`config.mk`:
```
export PLATFORM = sky130hd
export DESIGN_NAME = flag_cond_unit_flat
export DESIGN_NICKNAME = d
export VERILOG_FILES = /design/src/rtl/flag_cond_unit_if.sv /design/src/rtl/flag_cond_unit.sv /design/src/flat_wrapper.sv
export SDC_FILE = /design/constraint.sdc
export NUM_CORES = 1
export LEC_CHECK = 0
export CAP_MARGIN = 20
export CORE_MARGIN = 10
export CORE_UTILIZATION = 58
export CTS_BUF_LIST = sky130_fd_sc_hd__clkbuf_2 sky130_fd_sc_hd__clkbuf_4 sky130_fd_sc_hd__clkbuf_8
export DETAILED_ROUTE_END_ITERATION = 8
export PLACE_DENSITY_LB_ADDON = 0.05
export SYNTH_ARGS = -nofsm -noshare
export SYNTH_HDL_FRONTEND = slang
export SYNTH_SLANG_ARGS = --single-unit
```
`constraint.sdc`:
```
create_clock -name clk -period 7.75 [get_ports clk]
set_input_delay 1.1625 -clock clk [delete_from_list [all_inputs] [get_ports clk]]
set_output_delay 1.1625 -clock clk [all_outputs]
set_load 0.02 [all_outputs]
```
`src/rtl/flag_cond_unit_if.sv`:
```
// Flag-unit bus: ALU flag inputs, branch-condition query/response and flag stack control.
//   master : ALU / control-unit side (drives ALU flags, queries, push/pop)
//   slave  : flag_cond_unit side (returns flags, cond_ack/cond_taken, stack errors)
interface flag_cond_unit_if;
  logic       alu_valid;
  logic [4:0] alu_op;
  logic       alu_o;
  logic       alu_c;
  logic       alu_s;
  logic       alu_z;
  logic [3:0] flags;
  logic       cond_req;
  logic [3:0] cond_code;
  logic       cond_ack;
  logic       cond_taken;
  logic       push;
  logic       pop;
  logic       stk_ovf;
  logic       stk_unf;

  modport master (
    output alu_valid, alu_op, alu_o, alu_c, alu_s, alu_z,
    output cond_req, cond_code, push, pop,
    input  flags, cond_ack, cond_taken, stk_ovf, stk_unf
  );

  modport slave (
    input  alu_valid, alu_op, alu_o, alu_c, alu_s, alu_z,
    input  cond_req, cond_code, push, pop,
    output flags, cond_ack, cond_taken, stk_ovf, stk_unf
  );
endinterface

```
`src/rtl/flag_cond_unit.sv`:
```
// Flag/condition unit: latches {O,C,S,Z} after each ALU op (only the flags the opcode
// affects), answers branch-condition queries one cycle after the request, and keeps a
// small flag save/restore stack for interrupt entry/exit.
// Ports:
//   clk   : clock, rising edge
//   reset : asynchronous active-high reset
//   bus   : flag_cond_unit_if.slave (ALU flags in, condition query, push/pop, status out)
module flag_cond_unit #(
  parameter int unsigned DEPTH = 4
) (
  input logic             clk,
  input logic             reset,
  flag_cond_unit_if.slave bus
);

  localparam int unsigned SpW  = $clog2(DEPTH + 1);
  localparam int unsigned IdxW = (DEPTH > 1) ? $clog2(DEPTH) : 1;

  logic [3:0]     flags_q;
  logic [3:0]     flags_d;
  logic [SpW-1:0] sp_q;
  logic [SpW-1:0] sp_d;
  logic           ack_q;
  logic           taken_q;
  logic           ovf_q;
  logic           unf_q;
  logic [3:0]     stack_q [DEPTH];

  logic [3:0]      mask;
  logic [3:0]      alu_flags;
  logic [3:0]      upd_flags;
  logic            full;
  logic            empty;
  logic            do_push;
  logic            do_pop;
  logic            ovf_set;
  logic            unf_set;
  logic [IdxW-1:0] wr_idx;
  logic [IdxW-1:0] rd_idx;

  // Condition evaluation on {O,C,S,Z}.
  function automatic logic eval_cond(input logic [3:0] code, input logic [3:0] f);
    logic o, c, s, z;
    o = f[3];
    c = f[2];
    s = f[1];
    z = f[0];
    case (code)
      4'h0:    return 1'b1;
      4'h1:    return z;
      4'h2:    return !z;
      4'h3:    return c;
      4'h4:    return !c;
      4'h5:    return s;
      4'h6:    return !s;
      4'h7:    return o;
      4'h8:    return !o;
      4'h9:    return !z && (s == o);
      4'hA:    return s == o;
      4'hB:    return s != o;
      4'hC:    return z || (s != o);
      4'hD:    return c && !z;
      4'hE:    return !c || z;
      default: return 1'b0;
    endcase
  endfunction

  // Which flags the opcode writes, as an {O,C,S,Z} mask.
  always_comb begin
    mask = 4'b0000;
    case (bus.alu_op)
      5'b00000, 5'b00001, 5'b00011,
      5'b00100, 5'b00101, 5'b00110: mask = 4'b1111;
      5'b01000, 5'b01001:           mask = 4'b0111;
      5'b10000:                     mask = 4'b0001;
      5'b11111:                     mask = 4'b0000;
      default: begin
        if (bus.alu_op >= 5'b10001) mask = 4'b0011;
      end
    endcase
  end

  always_comb begin
    full      = (sp_q == SpW'(DEPTH));
    empty     = (sp_q == '0);
    // Simultaneous push and pop cancel out: no stack movement, no error.
    do_push   = bus.push && !bus.pop && !full;
    do_pop    = bus.pop && !bus.push && !empty;
    ovf_set   = bus.push && !bus.pop && full;
    unf_set   = bus.pop && !bus.push && empty;
    wr_idx    = sp_q[IdxW-1:0];
    rd_idx    = IdxW'(sp_q - SpW'(1));
    alu_flags = {bus.alu_o, bus.alu_c, bus.alu_s, bus.alu_z};
    upd_flags = bus.alu_valid ? ((flags_q & ~mask) | (alu_flags & mask)) : flags_q;
    // A successful pop overrides any ALU update in the same cycle.
    flags_d   = do_pop ? stack_q[rd_idx] : upd_flags;
    sp_d      = sp_q;
    if (do_push) sp_d = sp_q + SpW'(1);
    else if (do_pop) sp_d = sp_q - SpW'(1);
  end

  always_ff @(posedge clk or posedge reset) begin
    if (reset) begin
      flags_q <= 4'b0000;
      sp_q    <= '0;
      ack_q   <= 1'b0;
      taken_q <= 1'b0;
      ovf_q   <= 1'b0;
      unf_q   <= 1'b0;
    end else begin
      flags_q <= flags_d;
      sp_q    <= sp_d;
      ack_q   <= bus.cond_req;
      // Evaluated on flags_d so a same-cycle ALU op or pop is forwarded.
      if (bus.cond_req) taken_q <= eval_cond(bus.cond_code, flags_d);
      if (ovf_set) ovf_q <= 1'b1;
      if (unf_set) unf_q <= 1'b1;
    end
  end

  // Stack contents need no reset.
  always_ff @(posedge clk) begin
    if (do_push) stack_q[wr_idx] <= flags_q;
  end

  assign bus.flags      = flags_q;
  assign bus.cond_ack   = ack_q;
  assign bus.cond_taken = taken_q;
  assign bus.stk_ovf    = ovf_q;
  assign bus.stk_unf    = unf_q;

endmodule

```
`src/flat_wrapper.sv`:
```
// flat-port wrapper written by rule: the top's interface ports become plain ports
module flag_cond_unit_flat 
#(
  parameter int unsigned DEPTH = 4
)
  (clk, reset, bus_alu_valid, bus_alu_op, bus_alu_o, bus_alu_c, bus_alu_s, bus_alu_z, bus_cond_req, bus_cond_code, bus_push, bus_pop, bus_flags, bus_cond_ack, bus_cond_taken, bus_stk_ovf, bus_stk_unf);
  flag_cond_unit_if bus_i ();
  input logic clk;
  input logic reset;
  input wire logic [$bits(bus_i.alu_valid)-1:0] bus_alu_valid;
  input wire logic [$bits(bus_i.alu_op)-1:0] bus_alu_op;
  input wire logic [$bits(bus_i.alu_o)-1:0] bus_alu_o;
  input wire logic [$bits(bus_i.alu_c)-1:0] bus_alu_c;
  input wire logic [$bits(bus_i.alu_s)-1:0] bus_alu_s;
  input wire logic [$bits(bus_i.alu_z)-1:0] bus_alu_z;
  input wire logic [$bits(bus_i.cond_req)-1:0] bus_cond_req;
  input wire logic [$bits(bus_i.cond_code)-1:0] bus_cond_code;
  input wire logic [$bits(bus_i.push)-1:0] bus_push;
  input wire logic [$bits(bus_i.pop)-1:0] bus_pop;
  output wire logic [$bits(bus_i.flags)-1:0] bus_flags;
  output wire logic [$bits(bus_i.cond_ack)-1:0] bus_cond_ack;
  output wire logic [$bits(bus_i.cond_taken)-1:0] bus_cond_taken;
  output wire logic [$bits(bus_i.stk_ovf)-1:0] bus_stk_ovf;
  output wire logic [$bits(bus_i.stk_unf)-1:0] bus_stk_unf;
  assign bus_i.alu_valid = bus_alu_valid;
  assign bus_i.alu_op = bus_alu_op;
  assign bus_i.alu_o = bus_alu_o;
  assign bus_i.alu_c = bus_alu_c;
  assign bus_i.alu_s = bus_alu_s;
  assign bus_i.alu_z = bus_alu_z;
  assign bus_i.cond_req = bus_cond_req;
  assign bus_i.cond_code = bus_cond_code;
  assign bus_i.push = bus_push;
  assign bus_i.pop = bus_pop;
  assign bus_flags = bus_i.flags;
  assign bus_cond_ack = bus_i.cond_ack;
  assign bus_cond_taken = bus_i.cond_taken;
  assign bus_stk_ovf = bus_i.stk_ovf;
  assign bus_stk_unf = bus_i.stk_unf;
  flag_cond_unit #(.DEPTH(DEPTH)) u_core (.clk(clk), .reset(reset), .bus(bus_i));
endmodule
```
After elaboration in Yosys (flattened, before gate mapping)
Memories as Yosys holds them, arrays and structs flattened.
Index checks and enable logic that the tools add are counted.
{"block": "op_classes", "add_sub_neg": 2, "eq_ne": 26, "bitwise": 4, "order_cmp": 1, "mux": 9, "reduce_logical": 24}
{"operator": "$eq 4x4->1 const B", "count": 7}
{"operator": "$eq 4x3->1 const B", "count": 4}
{"operator": "$pmux 4 s4", "count": 1}
{"operator": "$eq 5x3->1 const B", "count": 3}
{"operator": "$pmux 1 s15", "count": 1}
{"operator": "$eq 5x4->1 const B", "count": 2}
{"operator": "$eq 5x5->1 const B", "count": 2}
{"operator": "$and 4x4->4", "count": 2}
{"operator": "$eq 4x2->1 const B", "count": 2}
{"operator": "$logic_and 1x1->1", "count": 8}
{"operator": "$logic_not 1->1", "count": 8}
{"operator": "$mux 4", "count": 2}
{"operator": "$mux 3", "count": 2}
{"operator": "$reduce_or 6->1", "count": 1}
{"operator": "$eq 5x1->1 const B", "count": 1}
{"operator": "$eq 5x2->1 const B", "count": 1}
{"operator": "$ge 5x5->1 const B", "count": 1}
{"operator": "$logic_not 5->1", "count": 1}
{"operator": "$eq 4x1->1 const B", "count": 1}
{"operator": "$logic_not 4->1", "count": 1}
{"operator": "$not 4->4", "count": 1}
{"operator": "$or 4x4->4", "count": 1}
{"operator": "$add 3x1->3 const B", "count": 1}
{"operator": "$eq 3x3->1 const B", "count": 1}
{"operator": "other kinds (9)", "count": 11}
{"block": "totals", "inputBits": 19, "mem_bits_rw": 16, "out_inout_bits": 8, "memories": 1, "regBits": 11}
{"name": "u_core.stack_q", "words": 4, "width": 4, "read_ports": 1, "rd_ports_with_merged_regs": 0, "write_ports": 1, "line_no": "flag_cond_unit.sv:27", "rtl": "logic [3:0] stack_q [DEPTH];"}

Longest topological paths before layout
Gate-level depths: netlist of run 1.
{"block": "logic_depth", "ltp_word": 11, "depth_mapped": 13, "depth_no_buf": 11}

Worst setup path after synthesis of run 1
No wires, ideal clock.
{"block": "synth_timing", "path_type": "input to register", "startpoint": "input port bus_alu_op[3]", "endpoint": "register u_core.taken_q (netlist: u_core.bus.cond_taken)", "path_slack_ns": 4.755, "required_ns": 7.668, "n_path_buf": 0, "setup_time_ns": 0.082, "arrival_time_ns": 2.913, "path_stages": 8, "cell_sequence": "or4b_1 -> o221ai_1 -> o21ai_0 -> a31oi_4 -> mux2_2 -> a31oi_1 -> a211oi_1 -> a31oi_1"}
{"block": "synth_between", "elab_chain_cells": 11, "elab_cells_between_ends": 32, "classes_between": "1 x order compare; 11 x eq/ne; 5 x mux; 4 x bitwise; 11 x reduce/logical"}
{"element": "start, declared", "line_no": "flat_wrapper.sv:11", "rtl": "input wire logic [$bits(bus_i.alu_op)-1:0] bus_alu_op;"}
{"element": "$ge 5x5->1 (tied with other cells)", "line_no": "flag_cond_unit.sv:78", "rtl": "if (bus.alu_op >= 5'b10001) mask = 4'b0011;"}
{"element": "$mux 2 (tied with other cells)", "line_no": "flag_cond_unit.sv:78"}
{"element": "$pmux 4 s4 *", "line_no": "flag_cond_unit.sv:71", "rtl": "case (bus.alu_op)"}
{"element": "$not 4->4", "line_no": "flag_cond_unit.sv:94", "rtl": "upd_flags = bus.alu_valid ? ((flags_q & ~mask) | (alu_flags & mask)) : flags_q;"}
{"element": "$and 4x4->4", "line_no": "flag_cond_unit.sv:94"}
{"element": "$or 4x4->4 *", "line_no": "flag_cond_unit.sv:94"}
{"element": "$mux 4 *", "line_no": "flag_cond_unit.sv:94"}
{"element": "$mux 4 *", "line_no": "flag_cond_unit.sv:96", "rtl": "flags_d = do_pop ? stack_q[rd_idx] : upd_flags;"}
{"element": "net u_core.flags_d[1]", "line_no": "flag_cond_unit.sv:20", "rtl": "logic [3:0] flags_d;"}
{"element": "$ne 1x1->1 or $eq 1x1->1 (tied branches)"}
{"element": "$logic_or 1x1->1 or $logic_and 1x1->1 (tied branches)", "line_no": "flag_cond_unit.sv:61, flag_cond_unit.sv:58"}
{"element": "$pmux 1 s15 *", "line_no": "flag_cond_unit.sv:48", "rtl": "case (code)"}
{"element": "end signal, assigned", "line_no": "flag_cond_unit.sv:115", "rtl": "if (bus.cond_req) taken_q <= eval_cond(bus.cond_code, flags_d);"}
{"element": "end, declared", "line_no": "flag_cond_unit.sv:24", "rtl": "logic taken_q;"}
Mark *: on every way through the listed nets, which the timed path passes. The rest lies on a longest branch.
A chain may end at the register's enable or synchronous reset.

Final worst setup path of run 1
Ends and elaborated chain as after synthesis.

==> flow_summary_export.csv, run 1 <==
group,metric,value,unit
cts,cts.sinks,27,
cts,clk_pin_slew_worst_paths,130,ps
synth,yosys_warnings,0,
setup_path,cp-end-kind,"register",
grt,gr-total-overflow,0,
placed_design,place_inst,179,
sta,grt_setup_unrepaired,"no",
cts,post-cts-setup-buffer-count,0,
setup_path,critPathLaunchType,"primary input",
drt,drc,0,
sta,fin_crit,3352,ps
drt,drt_wl_total,3245,um
floorplanning,io_pins,27,
setup_path,cp_slowest_stage_delay,550,ps
sta,timing.fmax,0.2983,GHz
drt,vias,1113,
sta,finalCritPeriodShare,43.26,%
cts,insertion_delay,320,ps
setup_path,critPathRequiredTime,8010,ps
cts,ctsRootBufferMaster,"clkbuf_4",
synth,synthCells,128,
synth,synthArstFlopShare,40.74,%
synth,synth-edff-count,16,
floorplanning,initial_core_util,61.86,%
synth,synth_top_area_share,31.07,%
synth,ys_seq_area_share,48.87,%
power_and_ir_drop,p_int,336.6,uW
power_and_ir_drop,p_comb_share,45.0,%
power_and_ir_drop,vdd_ir_drop_max,0.2124,mV
cts,clockBufferDepth,2,
setup_path,critical_path_class,"in -> reg",
floorplanning,die_area,0.005132,mm^2
final_layout,syn_to_final_growth,18.53,%
floorplanning,die_width,71.64,um
final_layout,diodes,0,
final_layout,layout_commonest_cell,"clkdlybuf4s50_1",
synth,ys_seq_elements,27,
synth,yosysTopAreaCell,"edfxtp_1",
cts,cts_buffers,3,
sta,tightest_slew,630.3,ps
cts,cts_tree,"built",
placed_design,port_buffers,26,
grt,antenna_found_initial,0,
setup_path,path_cells,"clkdlybuf4s50_1 > or4b_1 > o221ai_1 > o21ai_0 > a31oi_4 > mux2_2 > a31oi_1 > a211oi_1 > a31oi_1",
synth,netlist_area,0.001546,mm^2
setup_path,path_common_cell,"a31oi_1",
drt,dr.pass1.iters,4,
power_and_ir_drop,p_seq_share,43.9,%
grt,grt_pass1_vias,1200,
setup_path,critPathArrivalTime,3610,ps
power_and_ir_drop,p_leak,0.0006884,uW
setup_path,cp_slowest_cell,"or4b_1",
placed_design,dp_hpwl,2568,um
final_layout,finalNonFillerCells,183,
power_and_ir_drop,switching_share,37.01,%
floorplanning,core,0.002500,mm^2
worst_hold_path,worstHoldPathType,"reg -> reg",
sta,slew_headroom,57.66,%
synth,synth_area_leaders,"edfxtp_1 (31%), dfrtp_1 (18%), mux4_2 (5.8%)",
sta,finalClockSkew,1.817,ps
final_layout,nets,179,
drt,viasPerCell,6.082,
grt,grt_max_degree,16,
synth,syn_nets,153,
run,cap_viol_max_count,0,
sta,drv_slew,0,
status,outcome,"finished clean",
sta,fin_tns_setup,0,ps
drt,drt_first_iter_violations,49,
drt,detail-route-antenna-nets,0,
cts,cts.repair.resized,0,
floorplanning,rows,18,
drt,routedWlPerCell,17.73,um
sta,finalHoldViolCount,0,
floorplanning,die_h,71.64,um
power_and_ir_drop,p_per_area,291.5,mW/mm^2
power_and_ir_drop,switchingPower,197.8,uW
power_and_ir_drop,clkPwrFrac,11.1,%
final_layout,final_cell_mix,"clkdlybuf4s50_1 (26), edfxtp_1 (16), nor2_1 (12), dfrtp_1 (11), nand2_1 (9)",
grt,grt_pass1_wl,5568,um
sta,setup-violations-final,0,
cts,ctsHoldBuffers,0,
synth,synth_flop_cell,"edfxtp_1",
synth,syn_area_per_cell,12.08,um^2
cts,htreeDepth,1,
final_layout,drive_above_1_share,13.73,%
placed_design,place_congestion,0.8821,
grt,grt_usage,13.37,%
setup_path,crit_path_max_fanout,6,
synth,synth_cell_types,49,
cell type report:
cell class	instances	area, um^2
Sequential cell	27	755.7
Tap cell	30	37.54
Clock buffer	3	22.52
Inverter	9	33.78
Fill cell	182	666.9
Clock inverter	1	5.005
Multi-Input combinational cell	87	718.2
Timing Repair Buffer	26	260.3
per-stage QoR:
| stage | hold WS, ps | utilization (%) | worst slack [ps] | power (uW) | instance area (um^2) |
|---|---|---|---|---|---|
| after floorplan | 525.6 | - | 4755 | 396.9 | 1546 |
| after global placement | 452.7 | 72.22 | 4183 | 470.8 | 1805 |
| after detailed placement | 460.6 | 72.22 | 4076 | 480.4 | 1805 |
| after CTS | 490.6 | 73.32 | 4387 | 539.3 | 1833 |
| after global routing | 525.6 | 73.32 | 4228 | 568.7 | 1833 |
| final | 493.9 | 73.32 | 4398 | 534.3 | 1833 |
kinds of logic (layout without fill, tap and decap cells):
logic type,Yosys count,count (layout),share of synthesized area [%]
AO/OA/AOI/OAI,31,31,17.07
XOR/XNOR,3,3,2.185
adder cells (fa/ha/maj),6,6,4.854
buffers and inverters,14,39,4.692
flip-flops,27,27,48.87
multiplexers,6,6,7.201
AND/OR/NAND/NOR,41,41,15.13
flip-flops by register name, summed over array words and instances (netlist names):
name	cells
u_core.stack_q	16
u_core.bus.stk_ovf	1
u_core.bus.flags	4
u_core.sp_q	3
u_core.bus.cond_taken	1
u_core.bus.cond_ack	1
u_core.bus.stk_unf	1
layer usage:
layer	vias to the layer above	share of wire, %	track usage (%)
li1	533	-	-
met1	543	44	15.91
met2	30	47	21.76
met3	7	6.9	4.683
met4	0	1.7	4.731
met5	-	0	0
power groups by stage:
stage | Clock (uW) | Combinational (uW) | Sequential [uW]
global route | 65.9 | 262 | 241
detailed placement | 0 | 242 | 239
finish | 59.1 | 240 | 235
floorplan | 0 | 154 | 243
CTS | 60.6 | 244 | 235
global placement | 0 | 235 | 236
worst max-delay path: cells and delay by family:
kind / cells / cell delay (ps)
compound gates: 6 / 1040
buf+inv: 1 / 490
mux: 1 / 360
simple gates: 1 / 550
path summary, 6_finish.rpt:
path	startpoint	slack, ps	depth (start not counted)	to
min reg2reg	u_core.bus.stk_ovf$_DFFE_PP0P_	490	1	u_core.bus.stk_ovf$_DFFE_PP0P_
min	u_core.bus.stk_ovf$_DFFE_PP0P_	490	1	u_core.bus.stk_ovf$_DFFE_PP0P_
min in group asynchronous	reset	1110	2	u_core.sp_q[0]$_DFFE_PP0P_
max	bus_alu_op[3]	4400	9	u_core.bus.cond_taken$_DFFE_PP0P_
max in group asynchronous	reset	6350	2	u_core.bus.flags[2]$_DFF_PP0_
max reg2reg	u_core.sp_q[0]$_DFFE_PP0P_	4730	10	u_core.bus.cond_taken$_DFFE_PP0P_
synth_stat cells, types with 2 or more instances:
cell type / count
edfxtp_1: 16
nor2_1: 12
dfrtp_1: 11
nand2_1: 9
inv_1: 8
ha_1: 6
o21ai_0: 5
a31o_2: 4
and2_1: 4
mux4_2: 4
or3b_1: 4
a31oi_1: 3
a211o_1: 2
a211oi_1: 2
buf_6: 2
nor3_1: 2
xnor2_1: 2
Power figures use the tool's default switching activity.
==> run 2, diff against run 1 <==
- CORE_UTILIZATION: 58 -> 54
- clock period: 7.75 -> 3.4 ns (I/O delays scaled with it)
==> flow_summary_export.csv, run 2 (synthesis results as in run 1) <==
group,metric,value,unit
final_layout,syn_to_final_growth,19.26,%
grt,grt_usage,12.44,%
cts,ctsHoldBuffers,0,
setup_path,critPathRequiredTime,3630,ps
grt,grtUsageMet1,16.14,%
grt,grt_max_degree,17,
final_layout,finalNonFillerCells,185,
setup_path,path_common_cell,"ha_1",
sta,drv_slew,0,
setup_path,critPathArrivalTime,3190,ps
drt,viasPerCell,5.951,
setup_path,cp_slowest_stage_delay,610,ps
final_layout,diodes,0,
worst_hold_path,worstHoldPathType,"in -> async",
drt,detail-route-antenna-nets,0,
power_and_ir_drop,vdd_ir_drop_max,0.5116,mV
setup_path,cp-end-kind,"register",
power_and_ir_drop,p_comb_share,44.8,%
sta,finalClockSkew,13.32,ps
run,cap_viol_max_count,0,
cts,ctsRootBufferMaster,"clkbuf_4",
setup_path,reg2reg_from,"u_core.sp_q[0]$_DFFE_PP0P_",
sta,tightest_slew,577.5,ps
sta,worst_slack,439.7,ps
floorplanning,core,0.002758,mm^2
sta,finalCritPeriodShare,87.07,%
power_and_ir_drop,power,1226,uW
setup_path,critPathBufInv,2,
floorplanning,io_pins,27,
setup_path,critical_path_class,"reg -> reg",
floorplanning,die_area,0.005404,mm^2
power_and_ir_drop,p_leak,0.0006898,uW
grt,grtUsageMet3,4.711,%
final_layout,layout_commonest_cell,"clkdlybuf4s50_1",
cts,insertion_delay,330,ps
cts,cts_tree,"built",
drt,vias,1101,
placed_design,place_inst,181,
cts,cts.sinks,27,
drt,dr.pass1.iters,4,
placed_design,place_ws,412.8,ps
cts,clk_pin_slew_worst_paths,150,ps
final_layout,largest_reg_flops,16,
grt,grt_pass1_wl,5388,um
grt,grt_pass1_vias,1143,
power_and_ir_drop,clkPwrFrac,11.5,%
grt,gr-total-overflow,0,
setup_path,cp_slowest_cell,"dfrtp_1",
setup_path,path_cells,"inv_1 > ha_1 > ha_1 > or3b_1 > nor2_1 > a31o_2 > clkinv_1 > mux2i_1 > o311ai_2 > a41oi_1 > a31oi_1",
drt,drt_wl_total,3256,um
cts,htreeDepth,1,
floorplanning,rows,19,
drt,drt_first_iter_violations,74,
setup_path,crit_path_max_fanout,8,
final_layout,final_cell_mix,"clkdlybuf4s50_1 (26), edfxtp_1 (16), nor2_1 (12), dfrtp_1 (11), nand2_1 (9)",
grt,grtUsageMet2,19.03,%
power_and_ir_drop,switchingPower,456.3,uW
final_layout,top_register,"u_core.stack_q",
power_and_ir_drop,p_per_area,665.0,mW/mm^2
sta,fin_crit,2960,ps
drt,drc,0,
final_layout,drive_above_1_share,14.29,%
sta,setup-violations-final,0,
sta,holdWs,444.0,ps
floorplanning,initial_core_util,56.08,%
placed_design,port_buffers,26,
setup_path,setup.worst_path.start,"u_core.sp_q[0]$_DFFE_PP0P_",
placed_design,dp_hpwl,2561,um
sta,fin_tns_setup,0,ps
grt,antenna_found_initial,0,
cts,cts.repair.resized,0,
placed_design,place_congestion,0.9579,
cts,cts_buffers,3,
sta,timing.fmax,0.3378,GHz
grt,grt_busiest_layer,"met2",
status,outcome,"finished clean",
sta,slew_headroom,61.20,%
floorplanning,die_width,73.52,um
cts,post-cts-setup-buffer-count,0,
power_and_ir_drop,p_int,770.2,uW
power_and_ir_drop,switching_share,37.20,%
power_and_ir_drop,p_seq_share,43.7,%
setup_path,crit_family,"simple AND/OR/NAND/NOR gates",
cts,clockBufferDepth,2,
final_layout,fillers,215,
sta,finalHoldViolCount,0,
setup_path,r2r_setup_slack,440,ps
drt,routedWlPerCell,17.60,um
setup_path,critPathLaunchType,"register",
final_layout,nets,180,
floorplanning,die_h,73.52,um
sta,grt_setup_unrepaired,"no",
==> run 2: changes by cell type in the layout (fill, tap and decap cells not counted), sizes merged <==
cell,previous run,this run
clkinv,2,1
buf,0,1
clkinvlp,0,1
==> run 2: layout make-up <==
| class | instances | area [um^2] | area share, % |
|---|---|---|---|
| clock buffers | 3 | 22.52 | 1.221 |
| multi-input cells | 87 | 718.2 | 38.94 |
| flip-flops and latches | 27 | 755.7 | 40.98 |
| well taps | 31 | 38.79 | 2.103 |
| repair buffers | 27 | 267.8 | 14.52 |
| inverters | 9 | 33.78 | 1.832 |
| clock inverters | 1 | 7.507 | 0.4071 |
==> run 2: final timing paths <==
check,to,cells past startpoint
min in group clk,u_core.bus.stk_unf$_DFFE_PP0P_,1
hold / removal,u_core.bus.cond_taken$_DFFE_PP0P_,2
setup reg to reg,u_core.bus.cond_taken$_DFFE_PP0P_,11
max in group asynchronous,u_core.sp_q[0]$_DFFE_PP0P_,2
hold reg to reg,u_core.bus.stk_unf$_DFFE_PP0P_,1
setup / recovery,u_core.bus.cond_taken$_DFFE_PP0P_,11
==> run 2: layer usage <==
layer  part of all wire (%)  wire length [um]
met5                      0                 0
met1                     44              1431
met2                     47              1522
met3                    7.9               256
met4                    1.4                46
==> run 2: power groups by stage <==
stage,logic (uW),clock network [uW],registers (uW)
floorplan,351,0,554
detailed placement,554,0,547
CTS,556,144,540
global placement,540,0,541
global route,606,160,552
finish,549,141,536
==> run 2: through the flow <==
step	utilization, %	cell area [um^2]
2_1_floorplan	-	1546
3_3_place_gp	65.79	1814
3_5_place_dp	65.79	1814
4_1_cts	66.88	1844
5_1_grt	66.88	1844
6_report	66.88	1844
==> run 3, diff against run 2 <==
- GPL_TIMING_DRIVEN: not set -> 0
==> flow_summary_export.csv, run 3 (synthesis results as in run 1) <==
group,metric,value,unit
setup_path,crit_path_end,"u_core.bus.cond_taken$_DFFE_PP0P_",
sta,fin_tns_setup,0,ps
setup_path,crit_cells,11,
power_and_ir_drop,vdd_ir_drop_max,0.5072,mV
final_layout,final_cell_mix,"clkdlybuf4s50_1 (25), edfxtp_1 (16), nor2_1 (12), dfrtp_1 (11), nand2_1 (9)",
setup_path,path_cells,"buf_2 > inv_1 > ha_1 > ha_1 > nor3b_2 > a2111oi_0 > a211oi_2 > xor2_2 > nor2_1 > a211oi_1 > a31oi_1",
cts,clockBufferDepth,2,
run,cap_viol_max_count,0,
setup_path,cp_slowest_stage_delay,400,ps
power_and_ir_drop,p_per_area,661.8,mW/mm^2
sta,drv_slew,0,
setup_path,crit_family,"compound AO/OA/AOI/OAI gates",
grt,antenna_found_initial,0,
cts,cts.repair.resized,0,
cts,post-cts-setup-buffer-count,0,
setup_path,setup.worst_path.start,"u_core.sp_q[0]$_DFFE_PP0P_",
worst_hold_path,worstHoldPathType,"in -> async",
sta,slew_headroom,60.64,%
setup_path,cp_slowest_cell,"dfrtp_1",
final_layout,nets,183,
setup_path,critPathLaunchType,"register",
drt,drc,0,
drt,dr.pass1.iters,4,
cts,ctsHoldBuffers,0,
cts,insertion_delay,320,ps
final_layout,largest_reg_flops,16,
setup_path,reg2reg_to,"u_core.bus.cond_taken$_DFFE_PP0P_",
placed_design,port_buffers,25,
setup_path,cp-end-kind,"register",
status,outcome,"finished clean",
cts,cts_buffers,3,
drt,routedWlPerCell,16.58,um
setup_path,crit_path_max_fanout,6,
setup_path,path_common_cell,"ha_1",
drt,viasPerCell,5.926,
final_layout,drive_above_1_share,15.92,%
final_layout,fillers,209,
setup_path,reg2reg_depth,11,
grt,grt_usage,12.29,%
setup_path,critPathRequiredTime,3600,ps
setup_path,r2r_setup_slack,440,ps
sta,timing.fmax,0.3378,GHz
final_layout,diodes,0,
setup_path,critPathBufInv,2,
drt,detail-route-antenna-nets,0,
sta,holdWs,455.7,ps
grt,gr-total-overflow,0,
grt,grt_pass1_vias,1193,
sta,finalClockSkew,9.837,ps
placed_design,dp_hpwl,2512,um
cts,cts_tree,"built",
cts,clk_pin_slew_worst_paths,140,ps
sta,finalCritPeriodShare,87.08,%
sta,setup-violations-final,0,
final_layout,top_register,"u_core.stack_q",
floorplanning,io_pins,27,
drt,drt_first_iter_violations,50,
cts,htreeDepth,1,
power_and_ir_drop,p_leak,0.0007065,uW
setup_path,reg2reg_from,"u_core.sp_q[0]$_DFFE_PP0P_",
drt,vias,1114,
floorplanning,die_width,73.52,um
grt,grt_pass1_wl,5388,um
sta,tightest_slew,586.0,ps
final_layout,syn_to_final_growth,20.47,%
floorplanning,die_area,0.005404,mm^2
final_layout,layout_commonest_cell,"clkdlybuf4s50_1",
floorplanning,die_h,73.52,um
sta,finalHoldViolCount,0,
placed_design,place_congestion,0.8544,
drt,drt_wl_total,3117,um
floorplanning,initial_core_util,56.08,%
sta,grt_setup_unrepaired,"no",
setup_path,critPathArrivalTime,3160,ps
cts,cts.sinks,27,
setup_path,critical_path_class,"reg -> reg",
floorplanning,rows,19,
floorplanning,core,0.002758,mm^2
sta,fin_crit,2961,ps
grt,grt_max_degree,16,
cts,ctsRootBufferMaster,"clkbuf_4",
-- run 3: changes by cell type in the layout (fill, tap and decap cells not counted), sizes merged --
cell	change
buf	+3
clkbuf	+1
clkdlybuf4s50	-1
clkinv	+1
clkinvlp	-1
-- run 3: layout make-up --
| type | instances | area (um^2) | share of cell area (%) |
|---|---|---|---|
| Buffer | 5 | 38.79 | 2.082 |
| Clock buffer | 3 | 22.52 | 1.209 |
| Clock inverter | 1 | 5.005 | 0.2686 |
| Inverter | 9 | 33.78 | 1.813 |
| Multi-Input combinational cell | 87 | 718.2 | 38.55 |
| Sequential cell | 27 | 755.7 | 40.56 |
| Tap cell | 31 | 38.79 | 2.082 |
| Timing Repair Buffer | 25 | 250.2 | 13.43 |
-- run 3: worst min path at each step --
stage | start | end | slack [ps] | cells past startpoint
finish | reset | u_core.sp_q[0]$_DFFE_PP0P_ | 460 | 2
CTS | reset | u_core.sp_q[0]$_DFFE_PP0P_ | 470 | 2
floorplan | reset | u_core.bus.cond_ack$_DFF_PP0_ | 360 | 1
global route | reset | u_core.sp_q[0]$_DFFE_PP0P_ | 480 | 2
global placement | u_core.bus.stk_ovf$_DFFE_PP0P_ | u_core.bus.stk_ovf$_DFFE_PP0P_ | 460 | 1
detailed placement | u_core.bus.stk_unf$_DFFE_PP0P_ | u_core.bus.stk_unf$_DFFE_PP0P_ | 460 | 1
-- run 3: power breakdown --
group / switching [uW] / internal (uW) / leakage, uW
clock network: 87.9 / 44.0 / 0.0000177
logic: 304 / 277 / 0.000421
registers: 65.3 / 454 / 0.000268
-- run 3: metrics by stage --
stage | util (%) | power, uW | std cells | instance area, um^2 | worst slack (ps)
6_report | 67.56 | 1233 | 188 | 1863 | 439.4
3_5_place_dp | 66.56 | 1116 | 184 | 1836 | 339.5
3_3_place_gp | 66.56 | 1089 | 184 | 1836 | 388.7
2_1_floorplan | - | 904.7 | 128 | 1546 | 895.5
5_1_grt | 67.56 | 1323 | 188 | 1863 | 85.67
4_1_cts | 67.56 | 1248 | 188 | 1863 | 384.5
-- run 3: layer usage --
metal	track usage [%]	vias to the layer above	wire length, um
li1	-	541	-
met2	20.08	28	1481
met1	15.52	541	1400
met5	0	-	0
met4	2.484	0	38
met3	3.903	4	197
